**src/rtl/freq_gate_controller.sv**
```systemverilog
// Gated-window frequency measurement controller: opens a fixed gate, steers an
// external BCD counter with synchronized signal edges, and latches the final count.
module freq_gate_controller #(
  parameter int DIGITS_NUM  = 6,
  parameter int GATE_CYCLES = 1000000,
  parameter int SYNC_STAGES = 2
) (
  input  logic                    clk_in,
  input  logic                    reset_in,
  input  logic                    signal_in,
  input  logic [4*DIGITS_NUM-1:0] digits_in,
  input  logic                    carry_in,
  output logic                    counter_reset_out,
  output logic                    counter_enable_out,
  output logic                    gate_active_out,
  output logic [4*DIGITS_NUM-1:0] result_out,
  output logic                    overflow_out,
  output logic                    result_valid_out
);

  localparam int TW = (GATE_CYCLES > 1) ? $clog2(GATE_CYCLES) : 1;
  localparam logic [TW-1:0] TIMER_LAST = TW'(GATE_CYCLES - 1);

  typedef enum logic [1:0] {
    ST_CLEAR  = 2'd0,
    ST_GATE   = 2'd1,
    ST_SETTLE = 2'd2,
    ST_LATCH  = 2'd3
  } state_t;

  state_t                  state_q, state_d;
  logic [TW-1:0]           timer_q, timer_d;
  logic [SYNC_STAGES-1:0]  sync_q;
  logic                    history_q;
  logic                    rise_s;
  logic                    counter_reset_q;
  logic                    counter_enable_q;
  logic                    gate_active_q;
  logic                    sticky_ovf_q;
  logic [4*DIGITS_NUM-1:0] result_q;
  logic                    overflow_q;
  logic                    result_valid_q;

  // Metastability synchronizer for signal_in plus one history stage for edge detection.
  always_ff @(posedge clk_in or posedge reset_in) begin
    if (reset_in) begin
      sync_q    <= '0;
      history_q <= 1'b0;
    end else begin
      sync_q    <= {sync_q[SYNC_STAGES-2:0], signal_in};
      history_q <= sync_q[SYNC_STAGES-1];
    end
  end

  assign rise_s = sync_q[SYNC_STAGES-1] & ~history_q;

  // Next-state and gate timer; the timer returns to zero when the gate closes.
  always_comb begin
    state_d = state_q;
    timer_d = timer_q;
    case (state_q)
      ST_CLEAR: begin
        state_d = ST_GATE;
        timer_d = '0;
      end
      ST_GATE: begin
        if (timer_q == TIMER_LAST) begin
          state_d = ST_SETTLE;
          timer_d = '0;
        end else begin
          timer_d = timer_q + TW'(1);
        end
      end
      ST_SETTLE: state_d = ST_LATCH;
      ST_LATCH:  state_d = ST_CLEAR;
      default: begin
        state_d = ST_CLEAR;
        timer_d = '0;
      end
    endcase
  end

  // Measurement FSM with all outputs registered from the next/current state.
  always_ff @(posedge clk_in or posedge reset_in) begin
    if (reset_in) begin
      state_q          <= ST_CLEAR;
      timer_q          <= '0;
      counter_reset_q  <= 1'b1;
      counter_enable_q <= 1'b0;
      gate_active_q    <= 1'b0;
      sticky_ovf_q     <= 1'b0;
      result_q         <= '0;
      overflow_q       <= 1'b0;
      result_valid_q   <= 1'b0;
    end else begin
      state_q          <= state_d;
      timer_q          <= timer_d;
      counter_reset_q  <= (state_d == ST_CLEAR);
      gate_active_q    <= (state_d == ST_GATE);
      // Edges seen outside GATE fall into the dead time and are dropped.
      counter_enable_q <= rise_s & (state_q == ST_GATE);
      if (state_q == ST_CLEAR) begin
        sticky_ovf_q <= 1'b0;
      end else if (carry_in & counter_enable_q) begin
        sticky_ovf_q <= 1'b1;
      end else begin
        sticky_ovf_q <= sticky_ovf_q;
      end
      result_valid_q <= (state_q == ST_LATCH);
      if (state_q == ST_LATCH) begin
        result_q   <= digits_in;
        overflow_q <= sticky_ovf_q;
      end else begin
        result_q   <= result_q;
        overflow_q <= overflow_q;
      end
    end
  end

  assign counter_reset_out  = counter_reset_q;
  assign counter_enable_out = counter_enable_q;
  assign gate_active_out    = gate_active_q;
  assign result_out         = result_q;
  assign overflow_out       = overflow_q;
  assign result_valid_out   = result_valid_q;

endmodule

```
**config.mk**
```make
export PLATFORM = sky130hd
export DESIGN_NAME = freq_gate_controller
export DESIGN_NICKNAME = d
export VERILOG_FILES = /design/src/rtl/freq_gate_controller.sv
export SDC_FILE = /design/constraint.sdc
export NUM_CORES = 1
export LEC_CHECK = 0
export BUFFER_PORTS_ARGS = -buffer_cell sky130_fd_sc_hd__buf_4
export CAP_MARGIN = 20
export CORE_UTILIZATION = 53
export CTS_CLUSTER_SIZE = 28
export DETAILED_ROUTE_END_ITERATION = 8
export PLACE_DENSITY_LB_ADDON = 0.2
export SLEW_MARGIN = 10
export SYNTH_ARGS = -nofsm -noshare
export SYNTH_HDL_FRONTEND = slang
export SYNTH_SLANG_ARGS = --single-unit
```
**constraint.sdc**
```tcl
create_clock -name clk_in -period 2.2 [get_ports clk_in]
set_clock_uncertainty 0.1 [all_clocks]
set_input_delay 0.11 -clock clk_in [delete_from_list [all_inputs] [get_ports clk_in]]
set_output_delay 0.11 -clock clk_in [all_outputs]
set_load 0.05 [all_outputs]
```
==> results summary, run 1 <==
The flow ran to the end, and the final reports show no timing, DRC or antenna violations. The maximum count of clock buffers along a single path is 2. VDD sags by at most 0.385 mV. The initial antenna violation count is 0. After detailed routing, the average wire length per cell comes to 16.0 um.

The capture endpoint of the worst hold path is sync_q[1]. The layout filler cell count is 289. The CTS buffer count is 5. The count of unresolved DRC violations after routing came out at 0. After floorplanning, the core was divided into 24 placement rows. The kind of capture point of the worst setup path is a flop. The aggregate global routing overflow is 0. The signal on the critical path passes through ha_1 -> nand3_1 -> nor3_2 -> nand3_1 -> nand2_1 -> o21ai_0. The die height is 70.1 um.

The data arrival time of the critical path is 2.01 ns. The fraction of registers with async set/reset came out at 1.00. The insertion delay to the later sink of the worst-skew pair is 0.32 ns.

The startpoint type of the worst setup path is a flop. The total count of max-transition violations in the final report came out at 0. The library cell used as clock root buffer is clkbuf_8. The first detailed-routing pass ran for 4 iterations. The largest individual stage delay along the critical path comes from the cell dfrtp_1. In this run the worst path has a maximum fanout of 5. The register bit count reported by yosys is 55.

The width of the chip is 70.1 um. The detailed router used layers up to and including met4. The completed layout was analyzed and its total power is 1.87 mW. The synthesized cell area came out at 2460 um^2. The setup slack after layout came out at 0.285 ns. The post-route clock period utilization came out at 0.871. The total of endpoints with negative setup slack in the final report is 0. The quantity of I/O buffers inserted on ports is 56.

The top-level I/O count is 57. The detailed placer's ending HPWL is 3500 um. In the routed layout, each cell is associated on average with a via count of 5.63. The pin count of the biggest net entering global routing is 32.

The maximum single-stage delay on the critical path came out at 0.42 ns. The number of violations reported at the end of detailed-routing iteration 0 is 136. The H-tree generated during clock tree synthesis spans 2 levels.

The worst slack at placement came out at 0.141 ns. Setup repair after global routing left no endpoint under its margin. Across the run, the number of max-cap violations was 0. Measured in cells, the most critical reg-to-reg path has a length of 6. The number of routed nets with antenna violations came out at 0.

The starting density of the core is 0.557. By count the netlist is led by dfrtp_1, mux2_2, nand2_1. The standard cell area after detailed placement is 2940 um^2. The floorplan die area came out at 4920 um^2. The number of global-route vias before repair is 1939. The number of sinks on the clock net is 55. Detailed routing inserted a total of 1989 vias. The area inside the core boundary is 4410 um^2. The total count of hold-check failures in the final report is 0. In this run the critical register-to-register path is launched from timer_q[0]. The final worst hold slack came out at 0.263 ns. The number of inserted diodes came out at 0. The CTS clock-pin slew for the worst setup and hold paths came out at 0.10 ns. The achievable frequency is 522 MHz. The worst-margin pin slew came out at 0.560 ns. TritonCTS built the clock tree. The share of post-route cells with drive strength above 1 is 0.352. The final weighted congestion in routability-driven placement is 0.894.

The register-to-register setup slack came out at 0.28 ns. The largest total area in the synthesized netlist belongs to dfrtp_1. In this design, the critical path's most frequently occurring cell is nand3_1. For this run, the register share of the synthesized area comes to 0.560. The post-synthesis cell type count is 40. In this run the mean area of a mapped cell was 11.4 um^2. The worst min-delay path startpoint is sync_q[0].

The count of warnings emitted by yosys is 0. The post-synthesis cell count is 215. The area share of the leading cell type in the synthesized netlist came out at 0.549. The post-route setup TNS came out at 0 ns.

The worst endpoint required time is 2.29 ns. The total routing usage reported by global routing came out at 0.246. By area the synthesized netlist is led by dfrtp_1, mux2_2, nand3_1. The most instantiated library cell after synthesis is dfrtp_1. The synthesis-to-layout area growth is 34.6%. After detailed routing, the met2 layer carries 2890 um of wire. The terminus of the critical flop-to-flop path is timer_q[0]. The min-delay analysis places its worst path in the category reg2reg. The worst setup path is of the reg2reg kind. The global-route wire length before repair is 9360 um. The layout net count came out at 329.

The leakage power figure came out at 1.50 nW. The minimum period implied by the final worst setup slack is 1.92 ns. The post-CTS repair timing setup buffer count is 0.

The worst pin sits at a relative slew slack of 0.626. The final wirelength is 5640 um. After detailed routing, the wire length on met1 is 2350 um.

The number of enable flip-flop cells after synthesis is 0. The ratio of total power to cell area is 564 nW/um^2. The finished cells cover 3310 um^2. The net count after synthesis came out at 244. The routed length on met3 is 273 um. The worst hold path cell count came out at 0. The most used flip-flop cell after synthesis is dfrtp_1.
==> cells in the final DEF, fill, tap and decap left out, drive strengths merged, types with 3 or more instances in the layout <==
cell type    synthesis  layout
mux2i                4       4
a21oi               10      10
nand2b               3       3
dlygate4sd3          0      27
dfrtp               54      54
mux2                25      25
nor2                 4       4
nor3                 5       5
and3                 3       3
inv                  6       7
buf                  4      61
clkbuf               6       6
o21ai               15      15
nand3               22      22
nor2b                3       3
or3                  8       8
nor4                 5       5
nand2               19      19
==> final cells by class <==
class                      count  area (um^2)  share of cell area
sequential                    55         1380               0.416
multi-input combinational    144         1020               0.307
timing repair buffer          88          741               0.224
clock buffer                   6         72.6              0.0219
tap                           52         65.1              0.0197
inverter                       6         22.5             0.00680
clock inverter                 2         16.3             0.00491
==> per-stage QoR <==
| step | utilization | std cells |
|---|---|---|
| floorplan | - | 215 |
| global placement | 0.666 | 318 |
| detailed placement | 0.666 | 318 |
| CTS | 0.747 | 353 |
| global route | 0.750 | 353 |
| finish | 0.750 | 353 |
==> power breakdown <==
group | internal, mW | switching, mW | leakage (nW)
sequential | 1.04 | 0.0128 | 0.676
combinational | 0.111 | 0.136 | 0.782
clock | 0.229 | 0.342 | 0.0418
==> worst max-delay path, delay by kind of cell, from the launching register on <==
kind	cells	cell delay, ns
compound gates	1	0.12
fa+ha+maj	1	0.23
flops	1	0.42
simple gates	4	0.93
==> how the worst max path moves through the flow <==
| stage | start | endpoint | slack [ns] | cells after the start |
|---|---|---|---|---|
| 2_1_floorplan | timer_q[0] | timer_q[13] | 0.40 | 7 |
| 3_3_place_gp | timer_q[0] | timer_q[1] | 0.16 | 5 |
| 3_5_place_dp | timer_q[0] | timer_q[16] | 0.14 | 6 |
| 4_1_cts | timer_q[0] | timer_q[1] | 0.12 | 5 |
| 5_1_grt | timer_q[0] | timer_q[0] | 0.11 | 6 |
| 6_report | timer_q[0] | timer_q[0] | 0.28 | 6 |
==> kinds of logic after synthesis <==
kind of cell / synth area share
buf+inv: 0.0315
mux: 0.131
xor+xnor: 0.00712
flops: 0.560
compound gates: 0.0738
fa+ha+maj: 0.00509
simple gates: 0.192
==> registers in the layout, summed over array words and instances, names as in the netlist <==
name                cells
state_q                 2
counter_reset_out       1
result_out             24
sticky_ovf_q            1
timer_q                20
sync_q                  2
result_valid_out        1
history_q               1
overflow_out            1
counter_enable_out      1
gate_active_out         1
==> timing repair <==
action | CTS | global route
hold buffers | 27 | 0
hold endpoints to repair | 50 | 0
setup endpoints to repair | 0 | 10
gates resized for setup | 0 | 2
==> layer usage <==
layer,up-vias,global-route usage
met5,-,0
met4,0,0.0711
met3,15,0.0563
met2,68,0.403
met1,963,0.328
li1,943,-
No activity file was read; power rests on OpenSTA's default activity.
==> run 2: changes to the inputs <==
- CORE_UTILIZATION: 53 -> 55
- CTS_BUF_LIST: unset -> sky130_fd_sc_hd__clkbuf_8
==> run 2 against run 1 <==
  * Via count is 0.50% higher
  * Power is 4.9% higher
  * Wire length is 1.3% higher
  * Combinational power hardly changed
  * Critical path depth stayed put
  * Cell count is 0.28% lower
  * Final area is 0.79% higher
  * Global-route usage is 1.1 points higher
  * Non-clock buffer count is 1 higher
  * Clock-buffer cell count is 1 lower
  * Clock power is 16% higher
  * Largest cell class unchanged
==> results summary, run 2 (synthesized netlist as in run 1, its figures left out) <==
The met1 routing resource usage after global routing came out at 0.338. On the critical path, the stage with the largest delay is an instance of dfrtp_1. Broken down by cell family, the worst path's largest delay share belongs to simple AND/OR/NAND/NOR gates. The row count came out at 23. TritonCTS built the clock tree. The met3 capacity usage during global routing came out at 0.0576.

In this run the number of cells on the critical path is 6. The number of levels the H-tree was split into came out at 2. The startpoint identified for the worst register-to-register timing path is timer_q[0].

The number of global-route vias before repair is 1861. The die height is 68.9 um. The initial utilization of the core area, before any placement, comes to 0.594.

The library cell used as clock root buffer is clkbuf_8. Setup repair after global routing left no endpoint under its margin. The area inside the core boundary is 4140 um^2. For this run, design rule violations remaining after detail routing come to 0.

The number of sinks on the clock net is 55. The minimum period implied by the final worst setup slack is 1.95 ns. Once layout is complete, the cells apart from fillers number 352.

The maximum vdd ir drop is 0.523 mV. At the end of the flow the core is filled with cells to 0.805. The ratio of total power to cell area is 587 nW/um^2. Walking the worst path, the cells encountered are ha_1 -> nand3_1 -> nor3_2 -> nand3_1 -> nand2_1 -> o21ai_0. Counting tap cells, the placed design contains a total of 317 instances. The maximum count of clock buffers along a single path is 2. The worst pin sits at a relative slew slack of 0.638.

Along the worst hold path, the cell count comes to 0. The end point of the critical path is timer_q[17]. Once detail routing completed, the nets flagged for antenna violations numbered 0. At the end of routability-driven placement, the weighted congestion stood at 0.899.

The critical path startpoint is timer_q[0]. 0 antenna diodes ended up in the layout. The number of setup buffers added after CTS is 0.

The final total power came out at 1.96 mW. The standard cell area after detailed placement came out at 2950 um^2. The buffer and inverter count on the worst path came out at 0.

The post-route setup TNS came out at 0 ns. In this design, the critical path's most frequently occurring cell is nand3_1. The CTS buffer count is 5. The top-level I/O count came out at 57. The layout has 247 filler cells. The tightest min-delay check is of the reg2reg type. Summed over all cells, the static leakage comes to 1.52 nW.

The total count of hold-check failures in the final report came out at 0. The share of post-route cells with drive strength above 1 came out at 0.354. From synthesis to final layout, the design area changed by 35.7%. Counting cells, the worst reg-to-reg path comes to 6. Entering global routing, the biggest net connects 31 pins. The total of endpoints with negative setup slack in the final report came out at 0. Along the worst path, the maximum fanout reaches 5. The number of violations reported at the end of detailed-routing iteration 0 came out at 134.

In the routed layout, each cell is associated on average with a via count of 5.68. The total routing usage reported by global routing came out at 0.257. The register-to-register setup slack is 0.25 ns. The initial antenna violation count is 0. The CTS clock-pin slew for the worst setup and hold paths is 0.10 ns. STA classifies the critical path startpoint as a flop. At the worst endpoint, the required time is 2.28 ns. At the worst endpoint, the arrival time is 2.03 ns. The layout net count is 330. Dividing the detail-routed wire length by the instance count gives 16.2 um. The worst slack at placement came out at 0.140 ns. Across all setup checks in the final design, the least slack found is 0.252 ns. The worst-margin pin slew came out at 0.542 ns. The maximum single-stage delay on the critical path came out at 0.42 ns. The count of maximum capacitance violations is 0.

The width of the chip is 68.9 um. On the final layout, the worst hold slack is 0.260 ns. Leaving out fill and tap cells, the most frequent cell in the layout is buf_4. In the finished design, the share of the clock period the worst path needs comes to 0.885. The run finished with clean final reports.

Leaving out fill and tap cells, the most frequent cells in the layout are buf_4, dfrtp_1, dlygate4sd3_1, mux2_2, nand2_1. The quantity of I/O buffers inserted on ports came out at 56. The final standard cell area without fillers is 3340 um^2. The total count of max-transition violations in the final report is 0. The first detailed-routing pass took 4 iterations. The wire-length estimate of the detail-placed layout is 3540 um. The number of vias in the routed layout came out at 1999. The final wirelength came out at 5720 um. The met2 routing resource usage after global routing is 0.419. The kind of capture point of the worst setup path is a flop. The first global-routing pass estimated 8740 um of wire.

The insertion delay to the later sink of the worst-skew pair came out at 0.31 ns. The aggregate global routing overflow is 0. Derived from the worst setup path, the maximum achievable clock frequency is 513 MHz. The floorplan die area came out at 4740 um^2. The terminus of the critical flop-to-flop path is timer_q[17]. The flip-flop count of the largest register, all copies and words added is 24. The startpoint-to-endpoint class of the critical path is reg2reg. The routing layer with the top usage in global route is met2.
==> run 2: worst min path at each step <==
stage | startpoint | end
6_report | sync_q[0] | sync_q[1]
4_1_cts | sync_q[0] | sync_q[1]
5_1_grt | sync_q[0] | sync_q[1]
2_1_floorplan | signal_in | sync_q[0]
3_5_place_dp | reset_in | result_out[4]
3_3_place_gp | reset_in | result_out[6]
==> run 2: area by class of cell <==
cell class / count / area, um^2 / area share
multi-input combinational: 144 / 1020 / 0.304
clock inverter: 3 / 41.3 / 0.0124
inverter: 6 / 22.5 / 0.00675
tap: 50 / 62.6 / 0.0187
timing repair buffer: 89 / 748 / 0.224
clock buffer: 5 / 68.8 / 0.0206
sequential: 55 / 1380 / 0.413
==> run 2: per-layer routing <==
layer / up-vias / part of all wire / wire length (um)
met5: - / 0 / 0
met4: 0 / 0.017 / 99
met3: 11 / 0.061 / 347
met2: 68 / 0.50 / 2890
met1: 980 / 0.42 / 2390
li1: 940 / - / -
==> run 2: power by group <==
| part | leakage, nW | internal, mW | switching [mW] |
|---|---|---|---|
| clock | 0.0556 | 0.336 | 0.328 |
| sequential | 0.676 | 1.04 | 0.0127 |
| combinational | 0.786 | 0.111 | 0.137 |
==> run 2: timing repair <==
action	in CTS	in global routing
hold endpoints to repair	50	0
resized for setup	0	2
setup endpoints to repair	0	10
hold buffers	27	0
==> run 3: changes to the inputs <==
- GPL_TIMING_DRIVEN: unset -> 0
- PLACE_DENSITY: unset -> 0.85
- PLACE_DENSITY_LB_ADDON: 0.2 -> unset
- SLEW_MARGIN: 10 -> unset
==> run 3 against run 2 <==
  * Cell count grew 1.4%
  * Setup slack worse by 0.046 ns
  * Flip-flop and latch count stayed put
  * Sequential share of layout area about the same
  * Clock-buffer cell count unchanged
  * Register-to-register slack got worse by 0.05 ns
  * Die area did not move
  * Sequential power about the same
  * Global-route usage up 5.1 points
  * Core utilization down 0.060 points
  * Wire length is 12% higher
  * Maximum frequency fell by 2.3%
==> results summary, run 3 (synthesized netlist as in run 1, its figures left out) <==
The flow ran to the end, and the final reports show no timing, DRC or antenna violations. After global routing the overflow that remains totals 0. Compared with the post-synthesis result, the final layout area differs by 35.6%.

The final weighted congestion in routability-driven placement came out at 0.903. The pin count of the biggest net entering global routing came out at 38. The count of buffers added on input and output ports is 56. The data arrival time of the critical path is 2.10 ns.

The floorplan has 23 rows. TritonCTS built the clock tree. Summed over all layers, the routed wires come to 6410 um. Once the clock tree was built, the setup fixing pass inserted 0 buffers.

The number of global-route vias before repair came out at 2043. The startpoint type of the worst setup path is a flop. The biggest fanout along the worst timing path is 10. The worst hold path belongs to the class in2async. For met3 alone, demand over resource in global routing was 0.0757. The tightest slew margin relative to the limit is 0.670. Timing would allow up to 502 MHz. The post-route setup TNS came out at 0 ns. The ratio of total power to cell area came out at 564 nW/um^2. The cell with the largest stage delay on the worst path is clkbuf_1. The initial utilization of the core area, before any placement, comes to 0.594. The library cells used most frequently in the layout, excluding fill and tap cells, are buf_4, dfrtp_1, dlygate4sd3_1, mux2_2, nand2_1.

The worst endpoint required time is 2.30 ns. The routed layout has 2085 vias. The tree is rooted in a clkbuf_8. The first detailed-routing pass took 6 iterations. The number of levels the H-tree was split into is 2. The worst setup path is captured at a flop. The insertion delay to the later sink of the worst-skew pair is 0.32 ns. The die covers 4740 um^2. The finished cells cover 3330 um^2. The number of routed nets with antenna violations is 0. Summing all placed instances gives a cell area of 2960 um^2. In this design, the stage delay of the slowest critical-path cell is 0.42 ns.

The leakage power figure came out at 1.51 nW. Of the available clock period, the critical path in the final layout requires 0.906. The CTS clock-pin slew for the worst setup and hold paths is 0.11 ns.

The routing layer with the top usage in global route is met2. The clock period could shrink to 1.99 ns. The per-cell via count in the routed design came out at 5.84.

The met2 routing resource usage after global routing is 0.507. The flip-flop count of the largest register, all copies and words added came out at 24. The total placed cells including tap cells came out at 322.

The critical path goes through clkbuf_1 -> nand2b_1 -> clkbuf_1 -> nor3_1 -> a32oi_1 -> o21ai_0. The most used cell along the critical path is clkbuf_1. The initial antenna violation count came to 0. The total count of max-transition violations in the final report is 0. The non-filler instance count after layout came out at 357. Of the cells placed in the final design, the portion with a size suffix greater than 1 is 0.345.

The final worst hold slack is 0.235 ns. In this run, the number of DRC markers left after iteration 0 of detailed routing was 174. 57 I/O pins were placed. The maximum count of clock buffers along a single path came out at 2. Across the VDD grid, the largest voltage drop is 0.510 mV. The global-route wire length before repair came out at 10100 um.

The die height is 68.9 um. The count of maximum capacitance violations came out at 0. The total of endpoints with negative setup slack in the final report is 0. The detailed placer's ending HPWL came out at 3720 um.

The met1 routing resource usage after global routing came out at 0.367. The layout net count came out at 335. The total routing usage reported by global routing is 0.308. The width of the chip is 68.9 um. The count of unresolved DRC violations after routing came out at 0. Setup repair after global routing left no endpoint under its margin. For the pin with the worst max-slew slack, the measured transition is 0.495 ns. The final total power is 1.88 mW.

The number of inserted diodes came out at 0. The number of sinks on the clock net came out at 55. The total count of hold-check failures in the final report is 0. Counting the buffers created by CTS gives 5. The total area inside the core boundary comes to 4140 um^2. Leaving out fill and tap cells, the most frequent cell in the layout is buf_4.

After detailed routing, the average wire length per cell comes to 18.0 um. The setup path with the least slack is of type reg2reg.
run 3: final cells by class:
| type | instances | area (um^2) |
|---|---|---|
| clock buffer | 5 | 68.8 |
| tap | 50 | 62.6 |
| clock inverter | 3 | 20.0 |
| timing repair buffer | 84 | 711 |
| buffer | 10 | 56.3 |
| fill | 244 | 810 |
| sequential | 55 | 1380 |
| multi-input combinational | 144 | 1020 |
| inverter | 6 | 22.5 |
run 3: stage by stage:
| stage | util | setup WS [ns] |
|---|---|---|
| 6_report | 0.805 | 0.206 |
| 5_1_grt | 0.805 | 0.0237 |
| 4_1_cts | 0.803 | 0.117 |
| 3_5_place_dp | 0.715 | -0.00283 |
| 3_3_place_gp | 0.710 | -0.00198 |
| 2_1_floorplan | - | 0.398 |
run 3: repair_timing:
| action | 4_1_cts | 5_1_grt |
|---|---|---|
| hold endpoints to repair | 44 | 0 |
| resized for setup | 1 | 3 |
| setup endpoints to repair | 6 | 7 |
| hold buffers | 27 | 0 |
| gates cloned | 0 | 0 |
run 3: critical path, delay by kind of cell (launching register included):
family,cells,cell delay [ns]
AND/OR/NAND/NOR,2,0.33
flip-flops,1,0.34
buffers and inverters,2,0.78
AO/OA/AOI/OAI,2,0.32
run 3: worst paths after layout:
path,start,end,slack (ns),cells after the start
setup / recovery,state_q[1],timer_q[17],0.21,6
hold reg to reg,sync_q[0],sync_q[1],0.28,0
max in group asynchronous,reset_in,counter_reset_out,1.16,4
min in group clk_in,sync_q[0],sync_q[1],0.28,0
setup reg to reg,state_q[1],timer_q[17],0.21,6
hold / removal,reset_in,gate_active_out,0.23,3
run 3: routing by layer:
layer  up-vias  wire length [um]
met5         -                 0
met3        27               456
met4         0               280
met2       105              3390
li1        949                 -
met1      1004              2290
run 3: where the power goes:
group / switching [mW] / internal (mW)
clock: 0.351 / 0.225
sequential: 0.0157 / 1.04
combinational: 0.140 / 0.111
